File: src/rtl/time_keeper_sched.sv
// Time-of-day and date registers with a one-field-per-cycle carry ripple
// driven by the 1 Hz tick, plus commit arbitration for key-control loads.
module time_keeper_sched #(
   parameter int YEAR_MAX = 99,
   parameter bit LEAP_EN  = 1'b1
) (
   input  logic        CLK,
   input  logic        RESET,
   input  logic        TICK,
   input  logic        HOLD,
   input  logic        SET_REQ,
   input  logic [16:0] SET_TIME,
   input  logic [15:0] SET_DATE,
   output logic [16:0] TIME,
   output logic [15:0] DATE,
   output logic        BUSY,
   output logic        SET_ACK,
   output logic        SET_ERR,
   output logic        DAY_ROLL,
   output logic        TICK_DROP,
   output logic [2:0]  STATE_DBG
);

   // Handshake: there is no ready path back to the requesters. SET_REQ and
   // TICK are single-cycle valids that are always accepted; while BUSY they
   // are parked in one-deep pending slots, and SET_ACK/SET_ERR/TICK_DROP
   // report the outcome one cycle after the deciding edge.

   localparam logic [2:0] IDLE    = 3'd0;
   localparam logic [2:0] R_SEC   = 3'd1;
   localparam logic [2:0] R_MIN   = 3'd2;
   localparam logic [2:0] R_HOUR  = 3'd3;
   localparam logic [2:0] R_DAY   = 3'd4;
   localparam logic [2:0] R_MONTH = 3'd5;
   localparam logic [2:0] R_YEAR  = 3'd6;

   localparam logic [6:0] YMAX = YEAR_MAX[6:0];

   logic [2:0]  state;
   logic [5:0]  sec, min;
   logic [4:0]  hour, day;
   logic [3:0]  month;
   logic [6:0]  year;

   logic        pend_set, pend_tick;
   logic [16:0] pend_time;
   logic [15:0] pend_date;

   logic [16:0] src_time;
   logic [15:0] src_date;
   logic        src_ok;

   function automatic logic [4:0] dim(input logic [3:0] m, input logic [6:0] y);
      logic [4:0] d;
      d = 5'd31;
      case (m)
         4'd4, 4'd6, 4'd9, 4'd11: d = 5'd30;
         4'd2:                    d = (LEAP_EN && (y[1:0] == 2'd0)) ? 5'd29 : 5'd28;
         default:                 d = 5'd31;
      endcase
      return d;
   endfunction

   // A commit arriving this cycle takes precedence over the parked copy.
   always_comb begin
      src_time = SET_REQ ? SET_TIME : pend_time;
      src_date = SET_REQ ? SET_DATE : pend_date;
      src_ok   = (src_time[5:0] <= 6'd59) && (src_time[11:6] <= 6'd59) &&
                 (src_time[16:12] <= 5'd23) &&
                 (src_date[8:5] >= 4'd1) && (src_date[8:5] <= 4'd12) &&
                 (src_date[4:0] >= 5'd1) &&
                 (src_date[4:0] <= dim(src_date[8:5], src_date[15:9]));
   end

   always_ff @(posedge CLK) begin
      if (RESET) begin
         state     <= IDLE;
         sec       <= '0;
         min       <= '0;
         hour      <= '0;
         day       <= 5'd1;
         month     <= 4'd1;
         year      <= '0;
         pend_set  <= 1'b0;
         pend_tick <= 1'b0;
         pend_time <= '0;
         pend_date <= '0;
         SET_ACK   <= 1'b0;
         SET_ERR   <= 1'b0;
         DAY_ROLL  <= 1'b0;
         TICK_DROP <= 1'b0;
      end else begin
         SET_ACK   <= 1'b0;
         SET_ERR   <= 1'b0;
         DAY_ROLL  <= 1'b0;
         TICK_DROP <= 1'b0;
         if (state == IDLE) begin
            if (SET_REQ || pend_set) begin
               if (src_ok) begin
                  hour  <= src_time[16:12];
                  min   <= src_time[11:6];
                  sec   <= src_time[5:0];
                  year  <= src_date[15:9];
                  month <= src_date[8:5];
                  day   <= src_date[4:0];
               end
               SET_ACK   <= src_ok;
               SET_ERR   <= !src_ok;
               pend_set  <= 1'b0;
               pend_tick <= 1'b0;
            end else if ((TICK || pend_tick) && !HOLD) begin
               state     <= R_SEC;
               pend_tick <= 1'b0;
            end
         end else begin
            if (SET_REQ) begin
               pend_set  <= 1'b1;
               pend_time <= SET_TIME;
               pend_date <= SET_DATE;
            end
            if (TICK && !HOLD) begin
               if (pend_tick) TICK_DROP <= 1'b1;
               else           pend_tick <= 1'b1;
            end
            // Each field either wraps and hands the carry on, or ends the ripple.
            case (state)
               R_SEC: begin
                  if (sec == 6'd59) begin sec <= '0; state <= R_MIN; end
                  else begin sec <= sec + 6'd1; state <= IDLE; end
               end
               R_MIN: begin
                  if (min == 6'd59) begin min <= '0; state <= R_HOUR; end
                  else begin min <= min + 6'd1; state <= IDLE; end
               end
               R_HOUR: begin
                  if (hour == 5'd23) begin
                     hour     <= '0;
                     DAY_ROLL <= 1'b1;
                     state    <= R_DAY;
                  end else begin
                     hour  <= hour + 5'd1;
                     state <= IDLE;
                  end
               end
               R_DAY: begin
                  if (day == dim(month, year)) begin day <= 5'd1; state <= R_MONTH; end
                  else begin day <= day + 5'd1; state <= IDLE; end
               end
               R_MONTH: begin
                  if (month == 4'd12) begin month <= 4'd1; state <= R_YEAR; end
                  else begin month <= month + 4'd1; state <= IDLE; end
               end
               R_YEAR: begin
                  if (year == YMAX) year <= '0;
                  else              year <= year + 7'd1;
                  state <= IDLE;
               end
               default: state <= IDLE;
            endcase
         end
      end
   end

   assign TIME      = {hour, min, sec};
   assign DATE      = {year, month, day};
   assign BUSY      = (state != IDLE);
   assign STATE_DBG = state;

endmodule

File: config.mk
export PLATFORM = sky130hd
export DESIGN_NAME = time_keeper_sched
export DESIGN_NICKNAME = d
export VERILOG_FILES = /design/src/rtl/time_keeper_sched.sv
export SDC_FILE = /design/constraint.sdc
export NUM_CORES = 1
export LEC_CHECK = 0
export CAP_MARGIN = 5
export CORE_AREA = 2 2 91 115
export CTS_CLUSTER_DIAMETER = 40
export CTS_CLUSTER_SIZE = 16
export DETAILED_ROUTE_END_ITERATION = 10
export DIE_AREA = 0 0 93 117
export GPL_ROUTABILITY_DRIVEN = 0
export PLACE_DENSITY = 0.76
export SLEW_MARGIN = 20
export SYNTH_ARGS = -nofsm -noshare
export SYNTH_HDL_FRONTEND = slang
export SYNTH_SLANG_ARGS = --single-unit
File: constraint.sdc
create_clock -name CLK -period 4.1 [get_ports CLK]
set_input_delay 0.41 -clock CLK [delete_from_list [all_inputs] [get_ports CLK]]
set_output_delay 0.41 -clock CLK [all_outputs]
set_load 0.1 [all_outputs]
* Word level (Yosys, flattened, before mapping)
Cells that the tools add are included.
W data, S select, Z words.
** Word-level totals
- Flip-flop bits (word level) :: 75
- Bits of input ports :: 38
- Output and inout bits :: 41
- Logic and storage cells :: 154
** Operators by class
- $add $sub $neg :: 6
- Magnitude comparators :: 7
- Equal/unequal tests :: 27
- Mux-type cells :: 57
- Bitwise logic cells :: 4
- Reduce and logical (&&, ||, !) cells :: 38
** Operators with widths (number)
- $mux W5 :: 13
- $mux W6 :: 10
- $mux W7 :: 5
- $eq A4 B4 Y1 const B :: 5
- $mux W4 :: 5
- $mux W3 :: 6
- $reduce_and A3 Y1 :: 6
- $mux W17 :: 1
- $eq A4 B3 Y1 const B :: 4
- $mux W16 :: 1
- $reduce_bool A2 Y1 :: 8
- $pmux W3 S5 :: 1
- $add A6 B1 Y6 const B :: 2
- $eq A6 B6 Y1 const B :: 2
- $le A6 B6 Y1 const B :: 2
- $mux W1 :: 11
- $add A5 B1 Y5 const B :: 2
- $eq A3 B3 Y1 const B :: 3
- $reduce_or A3 Y1 :: 3
- $eq A4 B2 Y1 const B :: 2
- $logic_and A1 B1 Y1 :: 8
- $pmux W2 S2 :: 2
- $reduce_or A4 Y1 :: 2
- $add A7 B1 Y7 const B :: 1
- other kinds (22) :: 34

* Logic depth before layout (Yosys ltp)
- Depth in word-level cells :: 11
- Mapped depth :: 17
- Mapped depth without buffers :: 13

* Worst setup path after synthesis
Ideal clock, no wire load.
- Path type :: input to register
- Start point :: in SET_REQ
- End point :: reg year[3]
- Library setup time :: 0.071 ns
- Data arrival time :: 3.280 ns
- Data required time :: 4.029 ns
- Setup slack :: 0.748 ns
- Stages on the path :: 17
- Buffers on the path :: 4
- Path through :: buf_6 buf_6 buf_2 mux2i_1 a21oi_1 o31ai_1 a21oi_1 nor2_1 ha_1 and2_1 a2111o_1 mux2i_2 nor2_1 a22oi_2 buf_2 o21ai_0 a21oi_1
** On the way
- Longest elaborated chain between the ends :: 10
- Elaborated cells on any way between the ends :: 31
- Those cells by class :: order compare: 7; eq/ne: 7; mux: 7; reduce/logical: 10
** Ends and longest elaborated chain
- start, declared :: RTL line 11 : input logic SET_REQ,
- parallel branches: the longest is 10 deep, another holds $le A5 B5 Y1
- end signal, assigned :: RTL line 103 : year <= src_date[15:9];
- end signal, assigned :: RTL line 155 : else year <= year + 7'd1;
- end, declared :: RTL line 43 : logic [6:0] year;
Parallel ways; which one is timed is not known. The select of a mux whose other input is x is not followed.
A chain may end at the register's enable or synchronous reset.

* Worst setup path in the final report
- Start point :: in SET_DATE[6]
- End point :: reg hour[0]
** On the way
- Longest elaborated chain between the ends :: 8
- Elaborated cells on any way between the ends :: 17
- Those cells by class :: order compare: 3; eq/ne: 6; mux: 2; reduce/logical: 6
** Ends and longest elaborated chain
- start, declared :: RTL line 13 : input logic [15:0] SET_DATE,
- $mux W16 *
- $eq A4 B3 Y1 (tied with other cells) :: RTL line 56 : case (m)
- $reduce_or A4 Y1 / $logic_and A1 B1 Y1 (equally long branches) :: RTL line 56, 69
- $pmux W2 S2 / $logic_and A1 B1 Y1 (equally long branches) :: RTL line 56, 70
- $le A5 B5 Y1 / $logic_and A1 B1 Y1 (equally long branches) :: RTL line 72, 70
- $logic_and A1 B1 Y1 * :: RTL line 71 : (src_date[4:0] >= 5'd1) &&
- $ne A2 B2 Y1 (no source line) *
- $reduce_and A3 Y1 (no source line) *
- end signal, assigned :: RTL line 100 : hour <= src_time[16:12];
- end signal, assigned :: RTL line 141 : hour <= hour + 5'd1;
- end, declared :: RTL line 41 : logic [4:0] hour, day;
Mark *: on every way between the ends. The rest lies on a longest branch, timed or not.

==> metrics.txt <==
clk root buf=clkbuf_16; RSZ-0062 raised after global routing=no; Clock Skew=0.00694 ns; Peak VDD IR=0.204 mV; first-pass GRT wire length=19.3 mm; CP max FO=12; Finished Layout Cells=731; critical path's largest stage delay=0.73 ns; Int Pwr=1430 uW; CP cell instances=clkdlybuf4s50_1, mux2i_1, a21oi_1, o31ai_1, a21oi_1, nor2_1, ha_1, and2_1, a2111o_1, mux2i_2, nor4_4, nand2b_1, mux2i_1, nor2_1; Sw Ratio=30.9%; Nets=647; commonest cells in the netlist=nand2_1 (79), dfxtp_1 (75), a21oi_1 (53), nor2_1 (53), mux2i_1 (38); P&R area growth vs syn=26.8%; dominant synthesized flop cell=dfxtp_1; Setup crit start kind=primary input; Final ANT Viol Nets=0; flop-to-flop setup slack=0.94 ns; HPWL after DPL=8.19 mm; Switch Pwr=639 uW; Skew-Pair Late Insertion Delay=0.33 ns; critical path type=in2reg; Placeable Area=0.00985 sq mm; ant diodes=0; starting density of the core=43.1%; Slew Limit Headroom=34.5%; post-route minimum period=3.37 ns; register area share after synthesis=35.4%; pwr/cell area=385 mW/mm^2; 1st-pass router iterations=5; Synth Register Bits=75; via/cell ratio=5.77; synthesized cell area=0.00424 sq mm; Die X=93 um; Post-synth EDFFs=0; grt ovf=0; CTS tree=built; WL per Instance=16.1 um; CTS buffer count=9; layout cell share with drive strength beyond 1=6.15%; number of max-cap violations=0; Hold Crit Class=reg2reg; Syn Nets=586; dominant cell type by area after synthesis=dfxtp_1; Ports=79; register share of total power=38.3%; die height=117 um; leakage power=0.00197 uW; top achievable clock speed=296 MHz; distinct cell type count after synthesis=55; post-synth top area share=35.4%; synth top area cells=dfxtp_1 (35%), mux2i_1 (9.0%), nand2_1 (7.0%), a21oi_1 (6.3%), nor2_1 (4.7%); final setup vio count=0; Worst Tran Pin Value=0.979 ns; hold slack=0.453 ns; DRC viols=0; delay-heaviest family, CP=simple AND/OR/NAND/NOR gates; post-CTS sizing=0; Tcrit/Tclk final=82.3%; Site Rows=41; largest net degree at the start of global routing=48; WP data required=4.28 ns; count of pins over their slew limit=0; yosys synthesis warning count=0; Post-CTS Setup Repair Bufs=0; worst reg2reg endpoint=hour[0]$_SDFFE_PP0P_; Synth async-reset ratio=0%; die area=0.0109 sq mm; status=finished, final reports clean; Routed WL=11.7 mm; vias in the first global route=4029; R2R Path Start=STATE_DBG[2]$_SDFFE_PP0P_; I/O Buffers=78; Cell Area, Placed=0.00506 sq mm; Buf/Inv on CP=1; H-tree depth=3; synthesized area per cell=7.92 sq um; CTS sink cnt=75; Final Instance Area=0.00538 sq mm; crit path DAT=3.55 ns; count leader, synth=nand2_1; Final Hold Fails=0; Hold Path End=pend_date[15]$_SDFFE_PP0N_; total global-route track usage=21.9%; Comb power frac=20.8%; slowest CP cell=nor4_4; hold depth=2; Reg2Reg Depth=7; Layout Utilization=54.6%; clock buffer depth=2; DRT iter0 DRCs=318; Vias=4217; initial antenna violation count=0; synthesized instance count=536; Worst-path clk slew=0.06 ns; Clk pwr share=41.0%; setup tns final=0 ns; Post-Place Cells=715; # hold bufs at CTS=0; Setup crit end kind=flop; Hold Crit Start=pend_date[15]$_SDFFE_PP0N_
## registers in the layout, summed over array words and instances (netlist names)
name / cells
SET_ACK: 1
min: 6
STATE_DBG: 3
SET_ERR: 1
hour: 5
pend_set: 1
TICK_DROP: 1
DAY_ROLL: 1
month: 4
pend_tick: 1
year: 7
day: 5
pend_time: 17
pend_date: 16
sec: 6
## power groups by stage
stage	Sequential (uW)	Clock, uW	Combinational (uW)
floorplan	943	0	169
global placement	806	0	420
detailed placement	807	0	428
CTS	791	857	430
global route	796	893	456
finish	792	848	430
## cells in the final DEF, fill, tap and decap left out, types with 5 or more instances in the layout
master / instances
nand2_1: 79
dfxtp_1: 75
clkdlybuf4s50_1: 75
nor2_1: 53
a21oi_1: 53
mux2i_1: 38
nor3_1: 22
o21ai_0: 20
a211oi_1: 13
nand3_1: 13
ha_1: 12
inv_1: 10
o22ai_1: 10
nand2b_1: 9
nand4_1: 9
nor2b_1: 9
a211o_1: 9
clkbuf_16: 9
buf_4: 6
and2_1: 5
and3_1: 5
## kinds of logic after synthesis
family | after synthesis | share of synthesized area [%]
and+or+nand+nor | 221 | 24.6
adders and majority gates | 12 | 3.54
DFF | 75 | 35.4
xor gates and xnor gates | 5 | 1.03
muxes | 44 | 10.7
buffers and inverters | 43 | 4.45
AOI/OAI and AO/OA | 136 | 20.4
## metrics by stage
step / power (uW) / setup slack, ns
final: 2070 / 0.726
after global placement: 1230 / 0.512
after detailed placement: 1230 / 0.422
after floorplan: 1110 / 0.748
after global routing: 2140 / 0.531
after CTS: 2080 / 0.762
## worst min-delay path: cells and delay by family (launching register included)
family / cells / cell delay, ns
flip-flops: 1 / 0.31
AND/OR/NAND/NOR: 1 / 0.05
AO/OA/AOI/OAI: 1 / 0.05
## layer usage
metal / up-vias / wire (um) / share of wire, % / GRT usage, %
met2: 155 / 6100 / 52 / 38.9
met3: 20 / 590 / 5.0 / 2.43
met4: 0 / 207 / 1.8 / 9.22
met1: 2003 / 4850 / 41 / 27.0
li1: 2039 / - / - / -
met5: - / 0 / 0 / 0
## worst max path at each step
stage	startpoint	to	slack, ns	depth (start not counted)
2_1_floorplan	SET_REQ	year[3]$_SDFFE_PP0P_	0.75	17
3_3_place_gp	SET_DATE[6]	year[3]$_SDFFE_PP0P_	0.51	14
3_5_place_dp	SET_DATE[6]	hour[0]$_SDFFE_PP0P_	0.42	14
4_1_cts	SET_DATE[6]	hour[0]$_SDFFE_PP0P_	0.76	14
5_1_grt	SET_DATE[6]	hour[0]$_SDFFE_PP0P_	0.53	14
6_report	SET_DATE[6]	hour[0]$_SDFFE_PP0P_	0.73	14
## layout make-up
type                       count  area [sq um]
multi-input combinational    418          2560
clock inverter                 6          88.8
clock buffer                  10           229
sequential                    75          1500
tap                          129           161
inverter                      10          37.5
timing repair buffer          83           806
fill                         932          4470
Power figures use the tool's default switching activity.
